**src/rtl/fifo_rr_sched.sv**
```systemverilog
// Round-robin scheduler draining NUM_REQ 1-deep FIFOs into one output register.
// Define FIFO_RR_SCHED_PRIO_EN to give source 0 strict priority over the rotation.
module fifo_rr_sched #(
    parameter int WIDTH    = 16,
    parameter int NUM_REQ  = 4,
    parameter int SRC_BITS = 2
) (
    input  logic                     clk,
    input  logic                     rst_n,
    input  logic                     en,
    input  logic [NUM_REQ-1:0]       src_empty,
    input  logic [NUM_REQ*WIDTH-1:0] src_dout,
    output logic [NUM_REQ-1:0]       src_rd,
    output logic                     out_valid,
    output logic [WIDTH-1:0]         out_data,
    output logic [SRC_BITS-1:0]      out_src,
    input  logic                     out_ready
);

    localparam logic [0:0] IDLE = 1'b0;
    localparam logic [0:0] HOLD = 1'b1;

    logic [0:0]          state;
    logic                live;
    logic [SRC_BITS-1:0] rr_ptr;
    logic [SRC_BITS-1:0] pick;
    logic [SRC_BITS-1:0] ptr_next;
    logic [SRC_BITS:0]   sum;
    logic                hit;
    logic                prio_hit;
    logic                slot;
    logic                grant;
    logic [WIDTH-1:0]    words [NUM_REQ];

    for (genvar i = 0; i < NUM_REQ; i++) begin : g_words
        assign words[i] = src_dout[i*WIDTH +: WIDTH];
    end

    // First non-empty source at or after rr_ptr, wrapping modulo NUM_REQ.
    always_comb begin
        pick     = '0;
        hit      = 1'b0;
        prio_hit = 1'b0;
        sum      = '0;
`ifdef FIFO_RR_SCHED_PRIO_EN
        if (!src_empty[0]) begin
            hit      = 1'b1;
            prio_hit = 1'b1;
        end
`endif
        for (int k = 0; k < NUM_REQ; k++) begin
            sum = {1'b0, rr_ptr} + (SRC_BITS+1)'(k);
            if (sum >= (SRC_BITS+1)'(NUM_REQ)) begin
                sum = sum - (SRC_BITS+1)'(NUM_REQ);
            end
            if (!hit && !src_empty[sum[SRC_BITS-1:0]]) begin
                hit  = 1'b1;
                pick = sum[SRC_BITS-1:0];
            end
        end
    end

    // live keeps the first cycle after reset release free of reads.
    assign slot  = live && en && (state == IDLE || out_ready);
    assign grant = slot && hit;

    assign ptr_next = (pick == SRC_BITS'(NUM_REQ - 1)) ? '0
                    : pick + 1'b1;

    assign src_rd    = grant ? (NUM_REQ'(1) << pick) : '0;
    assign out_valid = (state == HOLD);

    always_ff @(posedge clk or negedge rst_n) begin
        if (!rst_n) begin
            state    <= IDLE;
            live     <= 1'b0;
            rr_ptr   <= '0;
            out_data <= '0;
            out_src  <= '0;
        end else begin
            live <= 1'b1;
            if (grant) begin
                state    <= HOLD;
                out_data <= words[pick];
                out_src  <= pick;
                if (!prio_hit) begin
                    rr_ptr <= ptr_next;
                end
            end else if (state == HOLD && out_ready) begin
                state <= IDLE;
            end
        end
    end

`ifndef SYNTHESIS
    always @(posedge clk) begin
        if (rst_n) begin
            if (!$onehot0(src_rd)) begin
                $error("fifo_rr_sched: src_rd has more than one bit set");
            end
            if ((src_rd & src_empty) != '0) begin
                $error("fifo_rr_sched: src_rd hit an empty source");
            end
        end
    end
`endif

endmodule

```
**config.mk**
```make
export PLATFORM = sky130hd
export DESIGN_NAME = fifo_rr_sched
export DESIGN_NICKNAME = d
export VERILOG_FILES = /design/src/rtl/fifo_rr_sched.sv
export SDC_FILE = /design/constraint.sdc
export NUM_CORES = 1
export LEC_CHECK = 0
export CAP_MARGIN = 30
export CORE_MARGIN = 5
export CORE_UTILIZATION = 35
export DETAILED_ROUTE_END_ITERATION = 7
export PLACE_DENSITY = 0.78
export SETUP_SLACK_MARGIN = 0.2
export SLEW_MARGIN = 20
export SYNTH_ARGS = -nofsm -noshare
export SYNTH_HDL_FRONTEND = slang
export SYNTH_SLANG_ARGS = --single-unit
```
**constraint.sdc**
```tcl
create_clock -name clk -period 2.5 [get_ports clk]
set_clock_uncertainty 0.05 [all_clocks]
set_input_delay 0.5 -clock clk [delete_from_list [all_inputs] [get_ports clk]]
set_output_delay 0.5 -clock clk [all_outputs]
set_load 0.02 [all_outputs]
```
==> results of run 1 <==
==> synthesized netlist by cell type (2+ instances only) <==
cell	count	area share, %
mux2i_1	32	23
nand2b_1	3	1.4
nand4_1	2	0.90
dfrtp_1	22	40
inv_1	2	0.54
o221ai_1	13	8.2
buf_12	2	2.9
nand2_1	25	6.8
buf_4	3	1.6
nor2_1	2	0.54
o221ai_2	3	3.3
clkbuf_1	2	0.54
==> worst max-delay path by stage <==
stage                            start         to  slack, ns  cells after the start
final                     src_empty[0]  src_rd[2]       0.22                      7
after global routing         rr_ptr[1]  src_rd[3]       0.19                      6
after CTS                    out_ready  src_rd[2]       0.19                      7
after detailed placement  src_empty[0]  src_rd[2]      -0.55                      7
after global placement    src_empty[0]  src_rd[3]      -0.47                      7
after floorplan           src_empty[0]  src_rd[0]       0.26                      7
==> timing repair <==
item | CTS | global route
gates resized for setup | 33 | 17
pin swaps | 2 | 4
buffers inserted | 1 | 1
endpoints found under the setup margin | 4 | 4
hold buffers | 0 | 0
==> layer usage <==
layer	wire length [um]	global-route usage, %
met5	0	0
met4	134	9.63
met3	258	3.44
met2	2870	38.0
met1	1770	19.6
==> sequential cells by signal (all words and copies together) (netlist names) <==
register   count
out_src        2
out_data      16
rr_ptr         2
live           1
out_valid      1
==> cell families after synthesis <==
family	Yosys count	synth area share, %
flops	22	39.7
other cells	1	0.271
mux	32	23.1
compound gates	22	16.0
simple gates	38	13.3
buf+inv	10	6.68
fa+ha+maj	1	0.903
==> where the power goes <==
part / leakage [uW] / internal (uW) / switching (uW) / total, uW
clock network: 0.0000357 / 214 / 126 / 340
logic: 0.000845 / 610 / 561 / 1170
registers: 0.000270 / 493 / 93.5 / 587
==> layout make-up <==
class | count | share of cell area (%)
sequential | 22 | 21.4
inverter | 2 | 0.291
tap | 48 | 2.33
clock buffer | 3 | 1.60
timing repair buffer | 113 | 41.5
clock inverter | 1 | 1.17
multi-input combinational | 94 | 31.7
==> metrics by stage <==
stage / setup WS [ns] / setup TNS, ns
2_1_floorplan: 0.261 / 0
3_3_place_gp: -0.472 / -1.72
3_5_place_dp: -0.547 / -1.98
4_1_cts: 0.193 / 0
5_1_grt: 0.185 / 0
6_report: 0.219 / 0
==> worst max-delay path: stages <==
cell and delay (ns):
clkdlybuf4s15_2 0.23, or2_4 0.27, a21oi_4 0.15, a221oi_4 0.06
nand2b_4 0.18, nor3_2 0.18, buf_4 0.17
==> impl_metrics.csv, run 1 <==
group,metric,value,unit
cells_and_area,multiInputGateArea,816,sq um
synth,synth_async_sr_flop_share,100,%
setup_path,crit_arrival,1.73,ns
floorplan,dieWidth,72.9,um
floorplan,dieArea,5320,sq um
sta,finalSetupViolCount,0,
cells_and_area,nFillCells,296,
cells_and_area,fin_nets,309,
cells_and_area,regArea,552,sq um
clocking,clock_sinks,22,
cells_and_area,area_growth,86.0,%
clocking,ctsHtreeMaxLevel,1,
power_and_ir_drop,ir_worst_vdd,0.000410,V
setup_path,critPathCaptureType,"output pin",
clocking,clock_latency,0.27,ns
floorplan,core-area,3740,sq um
clocking,clock_path_buffers,2,
setup_path,reg2reg_to,"out_data[7]",
global_route,grt_antenna_before_repair,0,
synth,synth-edff-count,0,
floorplan,ios,95,
detailed_routing,drtIter0Drc,57,
placed_design,gp_congestion,0.879,
setup_path,crit_fanout,4,
sta,grt_setup_unrepaired,"yes",
synth,yosys_warnings,0,
detailed_routing,vias,1455,
synth,ys_ff_latch,22,
detailed_routing,dr.pass1.iters,4,
synth,synthesis.area,1390,sq um
synth,synth_flop_cell,"dfrtp_1",
synth,syn_area_per_cell,11.0,sq um
worst_hold_path,min_path_type,"reg -> reg",
clocking,cts_buffers,3,
detailed_routing,drc_errors,0,
cells_and_area,drive_gt1_share,21.7,%
cells_and_area,layout_commonest_cell,"clkdlybuf4s50_1",
synth,synthCells,126,
sta,period_minus_slack,2.28,ns
setup_path,cp-start-kind,"input pin",
placed_design,io_buffers,94,
floorplan,rows,22,
worst_hold_path,holdPathStages,2,
synth,yosysUniqueCellTypes,27,
sta,hold_viol_final,0,
global_route,grt_pass1_vias,1618,
setup_path,path_class,"in -> out",
placed_design,dp.cells,277,
power_and_ir_drop,total_power,2100,uW
synth,synth_fp_nets,199,
cells_and_area,design_area,2580,sq um
power_and_ir_drop,p_per_area,814,nW/um^2
job,cap_violations,0,
worst_hold_path,hp-start,"out_src[0]",
clocking,cts_tree,"done",
detailed_routing,via_per_inst,5.14,
clocking,clkSlewWorstSetupHoldPaths,0.08,ns
detailed_routing,drtAntennaViolNets,0,
outcome,status,"finished clean",
detailed_routing,totalWireLength,5030,um
cells_and_area,layout.cells.non_filler,283,
floorplan,initial_utilization,37.0,%
sta,whs,0.430,ns
clocking,root_buffer,"clkbuf_8",
floorplan,fp.dieH,72.9,um
placed_design,hpwl,3890,um
synth,synth.yosys.seq_area_share,39.7,%
worst_hold_path,holdPathEnd,"out_src[0]",
global_route,grt_overflow,0,
setup_path,ff2ff_path_depth,7,
cells_and_area,final_cell_mix,"clkdlybuf4s50_1, mux2i_1, nand2_1",
global_route,grt_use_total,19.6,%
setup_path,r2r_slack,0.47,ns
cells_and_area,final_core_util,68.8,%
setup_path,crit_required,1.95,ns
sta,fmax,438,MHz
placed_design,dpl-instance-area,2430,sq um
global_route,grt_pass1_wl,7980,um
detailed_routing,wl_per_cell,17.8,um
sta,maxSlewViolCount,0,
sta,finalCritPeriodShare,91.2,%
setup_path,reg2reg_from,"rr_ptr[1]",
cells_and_area,antenna_cells,0,
power_and_ir_drop,leakage,0.00115,uW
global_route,grt_max_degree,23,
Power figures use the tool's default switching activity.
==> run 2: changes to the inputs <==
--- a/config.mk
+++ b/config.mk
@@ -7,9 +7,9 @@
 export LEC_CHECK = 0
 export CAP_MARGIN = 30
 export CORE_MARGIN = 5
-export CORE_UTILIZATION = 35
+export CORE_UTILIZATION = 32
 export DETAILED_ROUTE_END_ITERATION = 7
-export PLACE_DENSITY = 0.78
+export PLACE_DENSITY = 0.75
 export SETUP_SLACK_MARGIN = 0.2
 export SLEW_MARGIN = 20
 export SYNTH_ARGS = -nofsm -noshare
==> constraint.sdc (replaced) <==
create_clock -name clk -period 2 [get_ports clk]
set_clock_uncertainty 0.05 [all_clocks]
set_input_delay 0.4 -clock clk [delete_from_list [all_inputs] [get_ports clk]]
set_output_delay 0.4 -clock clk [all_outputs]
set_load 0.02 [all_outputs]
==> run 2 against run 1 <==
Against the previous run:
- the run now ends with negative setup slack left
- via count shrank 0.41%
- sequential cell count did not move
- register-to-register slack worse by 0.43 ns
- clock power is 22% higher
- worst setup slack got worse by 0.31 ns
- cell count grew 5.3%
- worst hold slack worse by 0.061 ns
- critical path depth rose by 1
- first-iteration DRC count decreased by 63%
==> impl_metrics.csv, run 2 (synthesized netlist as in run 1, its figures left out) <==
group,metric,value,unit
outcome,status,"complete, but fails checks",
outcome,failed_checks,"negative setup slack",
clocking,ctsHtreeMaxLevel,1,
global_route,grt_pass1_wl,6890,um
worst_hold_path,hp-start,"out_ready",
placed_design,io_buffers,94,
clocking,clock_sinks,22,
sta,setup_tns,-0.189,ns
sta,worst_slack,-0.0890,ns
detailed_routing,totalWireLength,4830,um
placed_design,hpwl,3320,um
sta,maxSlewViolCount,0,
cells_and_area,final_core_util,67.4,%
global_route,grt_pass1_vias,1380,
detailed_routing,drtIter0Drc,21,
sta,finalCritPeriodShare,104,%
setup_path,reg2reg_from,"rr_ptr[1]",
global_route,grt_antenna_before_repair,0,
cells_and_area,fin_nets,320,
clocking,clock_path_buffers,2,
cells_and_area,top_regs,"out_data (16), out_src (2), rr_ptr (2)",
clocking,clock_latency,0.26,ns
power_and_ir_drop,ir_worst_vdd,0.000835,V
setup_path,path_class,"in -> out",
detailed_routing,drc_errors,0,
floorplan,core-area,4260,sq um
setup_path,crit_arrival,1.64,ns
detailed_routing,dr.pass1.iters,3,
cells_and_area,final_cell_mix,"clkdlybuf4s50_1, mux2i_1, nand2_1",
setup_path,cp-start-kind,"input pin",
sta,finalSetupViolCount,3,
cells_and_area,largest_reg_flops,16,
worst_hold_path,holdPathEnd,"out_valid",
floorplan,fp.dieH,75.8,um
clocking,root_buffer,"clkbuf_8",
detailed_routing,drtAntennaViolNets,0,
global_route,grt_max_degree,23,
job,cap_violations,0,
sta,period_minus_slack,2.09,ns
power_and_ir_drop,leakage,0.00126,uW
floorplan,rows,24,
setup_path,crit_required,1.55,ns
clocking,cts_hold_buffers,0,
cells_and_area,area_growth,107,%
setup_path,r2r_slack,0.04,ns
placed_design,gp_congestion,0.797,
detailed_routing,wl_per_cell,16.2,um
setup_path,crit_fanout,4,
cells_and_area,drive_gt1_share,28.0,%
worst_hold_path,holdPathStages,3,
global_route,grt_use_total,16.1,%
floorplan,ios,95,
clocking,cts_tree,"done",
setup_path,critPathCaptureType,"output pin",
cells_and_area,layout_commonest_cell,"clkdlybuf4s50_1",
power_and_ir_drop,p_per_area,1050,nW/um^2
sta,fmax,479,MHz
sta,hold_viol_final,0,
detailed_routing,vias,1449,
setup_path,reg2reg_to,"out_data[6]",
setup_path,ff2ff_path_depth,9,
cells_and_area,antenna_cells,0,
sta,grt_setup_unrepaired,"yes",
detailed_routing,via_per_inst,4.86,
worst_hold_path,min_path_type,"in -> reg",
floorplan,initial_utilization,32.5,%
cells_and_area,max_flop_register,"out_data",
floorplan,dieWidth,75.8,um
global_route,grt_overflow,0,
clocking,clkSlewWorstSetupHoldPaths,0.08,ns
clocking,cts_buffers,3,
floorplan,dieArea,5740,sq um
-- run 2: cell types whose count changed in the layout (fill, tap and decap cells not counted), sizes merged --
cell and change:
dlymetal6s2s +1, buf +11, clkdlybuf4s50 -1
-- run 2: repair_timing --
| action | CTS | global route |
|---|---|---|
| pin swaps | 8 | 16 |
| gates cloned | 3 | 0 |
| buffers inserted | 6 | 2 |
| resized for setup | 45 | 30 |
| setup endpoints to repair | 21 | 21 |
-- run 2: report_power, final --
group          switching (uW)  internal [uW]
combinational             819           1070
sequential               97.8            616
clock                     147            267
-- run 2: through the flow --
step / cell area (sq um) / hold WS, ns / std cells / power [uW] / setup WS [ns]
detailed placement: 2490 / 0.418 / 283 / 2190 / -0.852
global route: 2870 / 0.367 / 298 / 3190 / -0.144
floorplan: 1430 / 0.0544 / 126 / 1560 / 0.00458
CTS: 2750 / 0.433 / 296 / 2920 / -0.107
finish: 2870 / 0.369 / 298 / 3020 / -0.0890
global placement: 2490 / 0.410 / 283 / 2170 / -0.822
-- run 2: cell type report --
type	instances	area, sq um
clock inverter	1	30.0
tap	52	65.1
timing repair buffer	124	1280
fill	344	1390
multi-input combinational	94	897
inverter	2	7.51
clock buffer	3	41.3
sequential	22	552
-- run 2: how the worst max path moves through the flow --
stage	from	end	cells after the start	slack, ns
2_1_floorplan	rr_ptr[1]	src_rd[3]	6	0.005
3_3_place_gp	src_empty[0]	src_rd[3]	7	-0.82
3_5_place_dp	src_empty[0]	src_rd[3]	7	-0.85
4_1_cts	rr_ptr[0]	src_rd[1]	8	-0.11
5_1_grt	rr_ptr[0]	src_rd[3]	7	-0.14
6_report	src_empty[0]	src_rd[3]	8	-0.09
-- run 2: worst max-delay path: stages --
cell and delay (ns):
clkdlybuf4s15_2 0.23, or2_4 0.29, a21oi_4 0.14, a221oi_4 0.05, buf_6 0.13, ha_4 0.15
and2_4 0.13, buf_6 0.12
-- run 2: per-layer routing --
metal,GRT usage (%),share of wire (%)
met5,0,0
met4,2.33,0.29
met3,4.62,8.5
met2,28.3,52
met1,19.8,39
==> run 3: changes to the inputs <==
--- a/config.mk
+++ b/config.mk
@@ -9,6 +9,7 @@
 export CORE_MARGIN = 5
 export CORE_UTILIZATION = 32
 export DETAILED_ROUTE_END_ITERATION = 7
+export GPL_ROUTABILITY_DRIVEN = 1
 export PLACE_DENSITY = 0.75
 export SETUP_SLACK_MARGIN = 0.2
 export SLEW_MARGIN = 20
==> results of run 3 <==
Same layout as run 2: the final DEF is identical, and so are final timing and power.
